### src/rtl/matmul_pkg.sv
// Shared definitions for the tiled matrix-multiply sequencing logic.
//   - sched_state_e : scheduler FSM states
//   - *_DEF         : default matrix and block dimensions
//   - STEP_W        : width of the linear job-index status output
//   - step_index()  : linear job index i*NB*NB + j*NB + k
package matmul_pkg;

  localparam int MATRIX_SIZE_DEF = 128;
  localparam int BLOCK_SIZE_DEF  = 64;
  localparam int STEP_W          = 4;

  typedef enum logic [2:0] {
    ST_IDLE     = 3'd0,
    ST_ISSUE    = 3'd1,
    ST_WAIT     = 3'd2,
    ST_WB_ISSUE = 3'd3,
    ST_WB_WAIT  = 3'd4,
    ST_DONE     = 3'd5
  } sched_state_e;

  function automatic logic [STEP_W-1:0] step_index(input int i, input int j,
                                                   input int k, input int nb);
    int lin;
    lin = i * nb * nb + j * nb + k;
    return lin[STEP_W-1:0];
  endfunction

endpackage

### src/rtl/matrix_block_scheduler_if.sv
// Command/status bundle between the block scheduler and its surroundings.
//   start, abort          : run control into the scheduler
//   blk_start / blk_done  : block-MAC engine launch pulse and completion pulse
//   blk_i/j/k, blk_accumulate : job coordinates, valid with blk_start/wb_start
//   wb_start / wb_done    : write-back launch pulse and completion pulse
//   current_step, computation_active, done, timeout_err : status
//
// Handshake semantics: every launch (blk_start, wb_start) is a single-cycle
// pulse and every completion (blk_done, wb_done) is a single-cycle pulse.
// There is no back-pressure; a completion is only honoured while the
// scheduler is waiting for it, and is otherwise dropped.
//
// master : the scheduler itself; slave : the engine/host side.
interface matrix_block_scheduler_if #(
  parameter int IDXW = 1
) ();

  logic                          start;
  logic                          abort;
  logic                          blk_start;
  logic                          blk_done;
  logic [IDXW-1:0]               blk_i;
  logic [IDXW-1:0]               blk_j;
  logic [IDXW-1:0]               blk_k;
  logic                          blk_accumulate;
  logic                          wb_start;
  logic                          wb_done;
  logic [matmul_pkg::STEP_W-1:0] current_step;
  logic                          computation_active;
  logic                          done;
  logic                          timeout_err;

  modport master (
    input  start, abort, blk_done, wb_done,
    output blk_start, blk_i, blk_j, blk_k, blk_accumulate, wb_start,
           current_step, computation_active, done, timeout_err
  );

  modport slave (
    output start, abort, blk_done, wb_done,
    input  blk_start, blk_i, blk_j, blk_k, blk_accumulate, wb_start,
           current_step, computation_active, done, timeout_err
  );

endinterface

### src/rtl/block_index_counter.sv
// Nested block-index counter: k is the innermost index, then j, then i.
//   clk, rst_n    : clock, asynchronous active-low reset
//   clear_i       : zero all three indices (highest priority)
//   inc_k_i       : advance k within the current (i, j) tile
//   next_tile_i   : k <= 0 and advance j, carrying into i on wrap
//   i_o, j_o, k_o : current indices (hold when no command is given)
//   last_k_o      : k is at NB-1
//   last_tile_o   : (i, j) is at (NB-1, NB-1)
module block_index_counter #(
  parameter int NB   = 2,
  parameter int IDXW = 1
) (
  input  logic            clk,
  input  logic            rst_n,
  input  logic            clear_i,
  input  logic            inc_k_i,
  input  logic            next_tile_i,
  output logic [IDXW-1:0] i_o,
  output logic [IDXW-1:0] j_o,
  output logic [IDXW-1:0] k_o,
  output logic            last_k_o,
  output logic            last_tile_o
);

  localparam logic [IDXW-1:0] LAST = IDXW'(NB - 1);

  logic [IDXW-1:0] i_q, i_d;
  logic [IDXW-1:0] j_q, j_d;
  logic [IDXW-1:0] k_q, k_d;

  always_comb begin
    i_d = i_q;
    j_d = j_q;
    k_d = k_q;
    if (clear_i) begin
      i_d = '0;
      j_d = '0;
      k_d = '0;
    end else if (inc_k_i) begin
      k_d = k_q + 1'b1;
    end else if (next_tile_i) begin
      k_d = '0;
      if (j_q == LAST) begin
        j_d = '0;
        i_d = i_q + 1'b1;
      end else begin
        j_d = j_q + 1'b1;
      end
    end
  end

  always_ff @(posedge clk or negedge rst_n) begin
    if (!rst_n) begin
      i_q <= '0;
      j_q <= '0;
      k_q <= '0;
    end else begin
      i_q <= i_d;
      j_q <= j_d;
      k_q <= k_d;
    end
  end

  assign i_o         = i_q;
  assign j_o         = j_q;
  assign k_o         = k_q;
  assign last_k_o    = (k_q == LAST);
  assign last_tile_o = (i_q == LAST) && (j_q == LAST);

endmodule

### src/rtl/matrix_block_scheduler.sv
// Sequencing controller for the tiled matrix-multiply datapath. Walks the
// (NB)^3 block jobs in i, j, k order, launching the block-MAC engine for each
// job and the write-back unit once per (i, j) tile, with a per-wait timeout.
//   clk, rst_n  : clock, asynchronous active-low reset
//   bus         : command/status bundle (master side)
//   dbg_state_o : current FSM state, for observation only
module matrix_block_scheduler
  import matmul_pkg::*;
#(
  parameter int MATRIX_SIZE    = MATRIX_SIZE_DEF,
  parameter int BLOCK_SIZE     = BLOCK_SIZE_DEF,
  parameter int TIMEOUT_CYCLES = 500000
) (
  input  logic                     clk,
  input  logic                     rst_n,
  matrix_block_scheduler_if.master bus,
  output sched_state_e             dbg_state_o
);

  localparam int NB    = MATRIX_SIZE / BLOCK_SIZE;
  localparam int IDXW  = (NB > 1) ? $clog2(NB) : 1;
  localparam int TMO_W = $clog2(TIMEOUT_CYCLES + 1);
  // The counter holds (cycles already waited); the cycle that would make it
  // reach TIMEOUT_CYCLES is the one that gives up.
  localparam logic [TMO_W-1:0] TMO_LAST = TMO_W'(TIMEOUT_CYCLES - 1);

  sched_state_e     state_q;
  logic             blk_start_q;
  logic             wb_start_q;
  logic             done_q;
  logic             active_q;
  logic             err_q;
  logic [TMO_W-1:0] tmo_q;

  logic [IDXW-1:0]  i_w, j_w, k_w;
  logic             last_k_w, last_tile_w;
  logic             clear_w, inc_k_w, next_tile_w, tmo_hit_w;

  assign tmo_hit_w   = (tmo_q == TMO_LAST);
  // Index updates must never happen on an aborted cycle so that the job
  // coordinates stay frozen at the point the run was cancelled.
  assign clear_w     = (state_q == ST_IDLE) && bus.start && !bus.abort;
  assign inc_k_w     = (state_q == ST_WAIT) && bus.blk_done && !bus.abort && !last_k_w;
  assign next_tile_w = (state_q == ST_WB_WAIT) && bus.wb_done && !bus.abort && !last_tile_w;

  block_index_counter #(
    .NB   (NB),
    .IDXW (IDXW)
  ) u_idx (
    .clk         (clk),
    .rst_n       (rst_n),
    .clear_i     (clear_w),
    .inc_k_i     (inc_k_w),
    .next_tile_i (next_tile_w),
    .i_o         (i_w),
    .j_o         (j_w),
    .k_o         (k_w),
    .last_k_o    (last_k_w),
    .last_tile_o (last_tile_w)
  );

  // Pulse outputs are registered together with the state they belong to, so
  // blk_start is high exactly while in ISSUE, wb_start in WB_ISSUE, done in DONE.
  always_ff @(posedge clk or negedge rst_n) begin
    if (!rst_n) begin
      state_q     <= ST_IDLE;
      blk_start_q <= 1'b0;
      wb_start_q  <= 1'b0;
      done_q      <= 1'b0;
      active_q    <= 1'b0;
      err_q       <= 1'b0;
      tmo_q       <= '0;
    end else begin
      blk_start_q <= 1'b0;
      wb_start_q  <= 1'b0;
      done_q      <= 1'b0;
      unique case (state_q)
        ST_IDLE: begin
          if (bus.start && !bus.abort) begin
            err_q       <= 1'b0;
            state_q     <= ST_ISSUE;
            blk_start_q <= 1'b1;
            active_q    <= 1'b1;
          end
        end
        ST_ISSUE: begin
          state_q <= ST_WAIT;
          tmo_q   <= '0;
        end
        ST_WAIT: begin
          // A completion arriving on the last allowed cycle still counts.
          if (bus.blk_done) begin
            if (last_k_w) begin
              state_q    <= ST_WB_ISSUE;
              wb_start_q <= 1'b1;
            end else begin
              state_q     <= ST_ISSUE;
              blk_start_q <= 1'b1;
            end
          end else if (tmo_hit_w) begin
            state_q  <= ST_IDLE;
            err_q    <= 1'b1;
            active_q <= 1'b0;
          end else begin
            tmo_q <= tmo_q + 1'b1;
          end
        end
        ST_WB_ISSUE: begin
          state_q <= ST_WB_WAIT;
          tmo_q   <= '0;
        end
        ST_WB_WAIT: begin
          if (bus.wb_done) begin
            if (last_tile_w) begin
              state_q  <= ST_DONE;
              done_q   <= 1'b1;
              active_q <= 1'b0;
            end else begin
              state_q     <= ST_ISSUE;
              blk_start_q <= 1'b1;
            end
          end else if (tmo_hit_w) begin
            state_q  <= ST_IDLE;
            err_q    <= 1'b1;
            active_q <= 1'b0;
          end else begin
            tmo_q <= tmo_q + 1'b1;
          end
        end
        ST_DONE: begin
          state_q <= ST_IDLE;
        end
        default: begin
          state_q  <= ST_IDLE;
          active_q <= 1'b0;
        end
      endcase
      // Abort overrides whatever the case above decided, including a timeout.
      if (bus.abort && (state_q != ST_IDLE)) begin
        state_q     <= ST_IDLE;
        blk_start_q <= 1'b0;
        wb_start_q  <= 1'b0;
        done_q      <= 1'b0;
        active_q    <= 1'b0;
        err_q       <= err_q;
      end
    end
  end

  assign bus.blk_start          = blk_start_q;
  assign bus.wb_start           = wb_start_q;
  assign bus.done               = done_q;
  assign bus.computation_active = active_q;
  assign bus.timeout_err        = err_q;
  assign bus.blk_i              = i_w;
  assign bus.blk_j              = j_w;
  assign bus.blk_k              = k_w;
  assign bus.blk_accumulate     = (k_w != '0);
  assign bus.current_step       = step_index(32'(i_w), 32'(j_w), 32'(k_w), NB);
  assign dbg_state_o            = state_q;

endmodule

### src/flat_wrapper.sv
// flat-port wrapper written by rule: the top's interface ports become plain ports
module matrix_block_scheduler_flat import matmul_pkg::*;
#(
  parameter int MATRIX_SIZE    = MATRIX_SIZE_DEF,
  parameter int BLOCK_SIZE     = BLOCK_SIZE_DEF,
  parameter int TIMEOUT_CYCLES = 500000
)
  (clk, rst_n, dbg_state_o, bus_start, bus_abort, bus_blk_done, bus_wb_done, bus_blk_start, bus_blk_i, bus_blk_j, bus_blk_k, bus_blk_accumulate, bus_wb_start, bus_current_step, bus_computation_active, bus_done, bus_timeout_err);
  matrix_block_scheduler_if #(.IDXW((((MATRIX_SIZE_DEF / BLOCK_SIZE_DEF) > 1) ? $clog2((MATRIX_SIZE_DEF / BLOCK_SIZE_DEF)) : 1))) bus_i ();
  input  logic clk;
  input  logic rst_n;
  output sched_state_e dbg_state_o;
  input wire logic [$bits(bus_i.start)-1:0] bus_start;
  input wire logic [$bits(bus_i.abort)-1:0] bus_abort;
  input wire logic [$bits(bus_i.blk_done)-1:0] bus_blk_done;
  input wire logic [$bits(bus_i.wb_done)-1:0] bus_wb_done;
  output wire logic [$bits(bus_i.blk_start)-1:0] bus_blk_start;
  output wire logic [$bits(bus_i.blk_i)-1:0] bus_blk_i;
  output wire logic [$bits(bus_i.blk_j)-1:0] bus_blk_j;
  output wire logic [$bits(bus_i.blk_k)-1:0] bus_blk_k;
  output wire logic [$bits(bus_i.blk_accumulate)-1:0] bus_blk_accumulate;
  output wire logic [$bits(bus_i.wb_start)-1:0] bus_wb_start;
  output wire logic [$bits(bus_i.current_step)-1:0] bus_current_step;
  output wire logic [$bits(bus_i.computation_active)-1:0] bus_computation_active;
  output wire logic [$bits(bus_i.done)-1:0] bus_done;
  output wire logic [$bits(bus_i.timeout_err)-1:0] bus_timeout_err;
  assign bus_i.start = bus_start;
  assign bus_i.abort = bus_abort;
  assign bus_i.blk_done = bus_blk_done;
  assign bus_i.wb_done = bus_wb_done;
  assign bus_blk_start = bus_i.blk_start;
  assign bus_blk_i = bus_i.blk_i;
  assign bus_blk_j = bus_i.blk_j;
  assign bus_blk_k = bus_i.blk_k;
  assign bus_blk_accumulate = bus_i.blk_accumulate;
  assign bus_wb_start = bus_i.wb_start;
  assign bus_current_step = bus_i.current_step;
  assign bus_computation_active = bus_i.computation_active;
  assign bus_done = bus_i.done;
  assign bus_timeout_err = bus_i.timeout_err;
  matrix_block_scheduler #(.MATRIX_SIZE(MATRIX_SIZE), .BLOCK_SIZE(BLOCK_SIZE), .TIMEOUT_CYCLES(TIMEOUT_CYCLES)) u_core (.clk(clk), .rst_n(rst_n), .bus(bus_i), .dbg_state_o(dbg_state_o));
endmodule
### config.mk
export PLATFORM = sky130hd
export DESIGN_NAME = matrix_block_scheduler_flat
export DESIGN_NICKNAME = d
export VERILOG_FILES = /design/src/rtl/matmul_pkg.sv /design/src/rtl/matrix_block_scheduler_if.sv /design/src/rtl/block_index_counter.sv /design/src/rtl/matrix_block_scheduler.sv /design/src/flat_wrapper.sv
export SDC_FILE = /design/constraint.sdc
export NUM_CORES = 1
export LEC_CHECK = 0
export CELL_PAD_IN_SITES_DETAIL_PLACEMENT = 1
export CELL_PAD_IN_SITES_GLOBAL_PLACEMENT = 2
export CORE_UTILIZATION = 23
export DETAILED_ROUTE_END_ITERATION = 12
export HOLD_SLACK_MARGIN = 0.03
export PLACE_DENSITY_LB_ADDON = 0.1
export SLEW_MARGIN = 20
export SYNTH_ARGS = -nofsm -noshare
export SYNTH_HDL_FRONTEND = slang
export SYNTH_HIERARCHICAL = 1
export SYNTH_SLANG_ARGS = --single-unit
### constraint.sdc
create_clock -name clk -period 3.3 [get_ports clk]
set_input_delay 0.66 -clock clk [delete_from_list [all_inputs] [get_ports clk]]
set_output_delay 0.66 -clock clk [all_outputs]
set_load 0.02 [all_outputs]
* Yosys cells after proc, flatten, opt, wreduce, memory -nomap -nowiden
Index checks and enable logic that the tools add are counted.
Storage, ports and cells: flip-flop bits (word level) 30, word-level logic and storage cells 109
Cells by class: $add $sub $neg 6, equality and inequality tests 14, multiplexer cells 50, bitwise operators 1, reduce and logical (&&, ||, !) cells 28
Operators by type and width (count):
- $mux W19 | 3
- $pmux W19 S3 | 1
- $mux W1 | 35
- $add A19 B1 Y19 const B | 1
- $eq A19 B19 Y1 const B | 1
- $mux W3 | 6
- $pmux W3 S5 | 1
- $reduce_bool A3 Y1 | 4
- $logic_and A1 B1 Y1 | 11
- $eq A3 B2 Y1 const B | 2
- $eq A3 B3 Y1 const B | 2
- $ne A2 B2 Y1 const B | 3
- $ne A3 B3 Y1 const B | 2
- $pmux W1 S3 | 2
- $reduce_and A3 Y1 | 2
- $reduce_and A5 Y1 | 1
- $add A3 B2 Y4 | 1
- $add A4 B2 Y4 | 1
- $ne A2 B1 Y1 const B | 2
- $ne A4 B3 Y1 const B | 1
- $pmux W1 S4 | 1
- $reduce_and A4 Y1 | 1
- $reduce_bool A2 Y1 | 2
- $add A1 B1 Y1 const B | 3
- other kinds (8) | 10

* Logic depth before layout (Yosys ltp)
depth in word-level cells 7, gate-level depth with buffers 7, mapped depth without buffers 6

* By module
The synthesis kept the hierarchy.
By module, submodules not included:
- matrix_block_scheduler | times used 1, cells each 183, area an instance 1666.6 µm², seq. area each 675.6 µm²
- block_index_counter | times used 1, cells each 14, area an instance 147.6 µm², seq. area each 75.1 µm²

* Worst setup path after synthesis
OpenSTA, ideal clock, no wires.
path type in2reg, start input bus_blk_done, end register u_core.tmo_q[17], setup time 66 ps, data arrival time 1781 ps, data required time 3234 ps, path slack 1453 ps, cell stages on the path 6, buffers on the path 1, path through nand2b_1 -> a21oi_1 -> buf_2 -> o21ai_2 -> or4_1 -> nand2_1
Between the ends: cells in the longest elaborated chain, start to end 2
RTL lines:
- from (decl) | line flat_wrapper.sv:15 | input wire logic [$bits(bus_i.blk_done)-1:0] bus_blk_done;
- $ne A2 B2 Y1 (no line)
- $reduce_and A3 Y1 (no line)
- to (signal assigned) | line matrix_block_scheduler.sv:105 | tmo_q <= tmo_q + 1'b1;
- to (signal assigned) | line matrix_block_scheduler.sv:127 | tmo_q <= tmo_q + 1'b1;
- to (decl) | line matrix_block_scheduler.sv:33 | logic [TMO_W-1:0] tmo_q;
Every way passes these cells. A chain may end at the register's enable or synchronous reset.

* Final worst setup path
start register u_core.state_q[1], in the netlist u_core/dbg_state_o[1], end output dbg_state_o[1]
RTL lines:
- from (decl) | line matrix_block_scheduler.sv:27 | sched_state_e state_q;
- from (signal assigned) | line matrix_block_scheduler.sv:66 | state_q <= ST_IDLE;
- from (signal assigned) | line matrix_block_scheduler.sv:81 | state_q <= ST_ISSUE;
- from (signal assigned) | line matrix_block_scheduler.sv:87 | state_q <= ST_WAIT;
- to (decl) | line flat_wrapper.sv:12 | output sched_state_e dbg_state_o;
No word-level cell between the ends.

==> flow_summary.yaml <==
status:
  status: "completed"
critical_path:
  cp-end-kind: "primary output"
  required_ns: 2.64
  cp_max_fo: 18
  critPathTopFamily: "buffers and inverters"
  cp_num_buf_inv: 1
  timing.rr.start: "u_core/dbg_state_o[0]"
  cp-start-kind: "flop"
  slowest_stage: "clkdlybuf4s50_1"
  r2r_cells: 4
  rrSetupSlack_ns: 1.17
  arrival_ns: 1.68
  worst-setup-path-type: "reg -> out"
  path_cells: "clkdlybuf4s50_1"
  cpPeakStageDelay_ns: 0.71
  rr_endpoint: "u_core/tmo_q[0]"
  critPathLaunch: "u_core/dbg_state_o[1]"
synthesis:
  synthFlopType: "dfrtp_1"
  ys_ff_latch: 30
  async_flop_share: 1.00
  yosysSeqAreaShare: 0.414
  synth_nets: 204
  synth_cell_types: 53
  synth_top_area_share: 0.414
  yosysWarnings: 6
  synth_enable_flop_cells: 0
  synthCells: 197
  syn_area_um2: 1810
  avgSynthCellArea_um2: 9.21
  synth_top_area_cell: "dfrtp_1"
  synth.area.top_cells: "dfrtp_1, xor2_1, nor2_1"
grt:
  first_global_vias: 1753
  grt_pass1_wl_um: 8830
  grt-ovfl-total: 0
  grt_usage: 0.136
  grt_max_degree: 31
  antenna_found_initial: 0
clock_network:
  htreeDepth: 2
  cts_tree: "done"
  cts_sinks: 30
  clockBufferDepth: 2
  post_cts_buffers: 0
  postCtsResizedCells: 0
  clk_pin_slew_ns: 0.07
  cts_made_buffers: 5
  root_buffer: "clkbuf_8"
  clk_latency_ns: 0.29
  cts_hold_buf: 0
detailed_routing:
  wl_per_cell_um: 16.2
  drt-total-wl_um: 5160
  drtAntennaViolNets: 0
  drtPass1Iterations: 4
  first_iter_violations: 20
  drc_errors: 0
  via_per_inst: 4.85
  via_count: 1541
hold_path:
  min-delay-path-class: "reg -> reg"
  hold-path-endpoint: "u_core/bus.timeout_err"
  hold_path.startpoint: "u_core/bus.timeout_err"
  hold_path_depth: 2
cells_and_area:
  final_cell_mix: "dfrtp_1, clkdlybuf4s50_1, nor2_1"
  fin_util: 0.286
  drive_gt1_frac: 0.125
  syn2layout_area_growth_pct: 21.4
  mostFrequentLayoutCell: "dfrtp_1"
  n_antenna_cell: 0
  nets: 222
  fillerInstances: 893
floorplan:
  die_h_um: 90.8
  initial_utilization: 0.236
  io_pins: 22
  num_rows: 32
  die_width_um: 90.8
  die_area_um2: 8250
  core_area_um2: 7690
timing:
  finalMaxSlewViolations: 0
  final.setup.tns_ns: 0
  finalWorstSetupSlack_ns: 0.956
  slew-limit-headroom: 0.375
  worstMarginPinSlew_ns: 0.934
  period_needed_ns: 2.34
  hold_viol_final: 0
  finalCritPeriodShare: 0.710
  setup_violations: 0
  fmax_mhz: 427
  rsz0062_at_grt: "no"
  skew_ns: 0.00840
power_and_ir_drop:
  vdd_drop_max_mv: 0.185
  power_density_nw_per_um2: 428
  leakage_nw: 0.907
placement:
  dp_slack_ns: 0.749
  io_buffer_count: 20
  dpl.hpwl_um: 3770
  gp_congestion: 0.772
job:
  max_cap_viol_count: 0
-- cell type report --
class	instances	area (um2)	share of cell area
clock inverter	3	40.0	0.0182
sequential	30	751	0.341
timing repair buffer	24	230	0.105
inverter	4	15.0	0.00682
multi-input combinational	150	970	0.440
tap	102	128	0.0580
clock buffer	5	68.8	0.0313
-- worst max path at each step --
stage | end | slack [ns] | depth (start not counted)
floorplan | u_core/tmo_q[17] | 1.45 | 6
global placement | u_core/u_idx/j_o | 0.74 | 7
detailed placement | u_core/tmo_q[14] | 0.75 | 7
CTS | dbg_state_o[1] | 0.94 | 1
global route | dbg_state_o[1] | 0.88 | 1
finish | dbg_state_o[1] | 0.96 | 1
-- cells by family after synthesis --
logic type / Yosys count / share of synthesized area
compound gates: 39 / 0.141
xor+xnor: 11 / 0.0531
fa+ha+maj: 1 / 0.00690
buf+inv: 17 / 0.0517
flops: 30 / 0.414
mux: 3 / 0.0172
other cells: 1 / 0.00207
simple gates: 95 / 0.314
-- power breakdown --
| group | internal [mW] | switching [mW] | leakage [nW] |
|---|---|---|---|
| clock | 0.222 | 0.154 | 0.0579 |
| combinational | 0.0665 | 0.0888 | 0.437 |
| sequential | 0.383 | 0.0293 | 0.412 |
| total | 0.672 | 0.272 | 0.907 |
-- routing by layer --
layer,vias to the layer above,global-route usage,routed length [um]
li1,746,-,-
met1,768,0.163,2370
met5,-,0,0
met2,20,0.239,2580
met3,7,0.0303,136
met4,0,0.0489,79
-- flip-flops by register name, indices dropped and copies added, names as in the netlist --
signal and cells:
u_core/dbg_state_o 3, u_core/bus.done 1, u_core/tmo_q 19, u_core/bus.computation_active 1
u_core/bus.wb_start 1, u_core/bus.blk_start 1, u_core/u_idx/i_o 1, u_core/u_idx/j_o 1
u_core/u_idx/k_o 1, u_core/bus.timeout_err 1
-- stage by stage --
step                instance area (um2)  hold slack, ns  std cells  total power, mW
floorplan                          1810           0.364        197            0.510
global placement                   2090           0.493        310            0.575
detailed placement                 2090           0.480        310            0.576
CTS                                2200           0.512        318            0.965
global route                       2200           0.557        318            0.997
finish                             2200           0.509        318            0.943
-- Yosys cell counts (2+ instances only) --
library cell,n
a21oi_1,10
or4_1,3
nor3_1,9
and2_1,2
nor4_1,2
dfrtp_1,30
inv_1,3
buf_2,2
or3_1,3
nand4_1,4
o2111ai_1,6
and3_1,2
o21ai_0,10
xor2_1,10
nor3b_1,3
nor2_1,20
nand3b_1,2
or2_2,2
o31ai_1,2
buf_4,7
o211ai_1,2
clkbuf_1,3
and3_2,2
mux2i_1,2
nand2_1,15
and4_1,3
nand2b_1,6
or3b_1,2
nand3_1,6
Power figures use the tool's default switching activity.
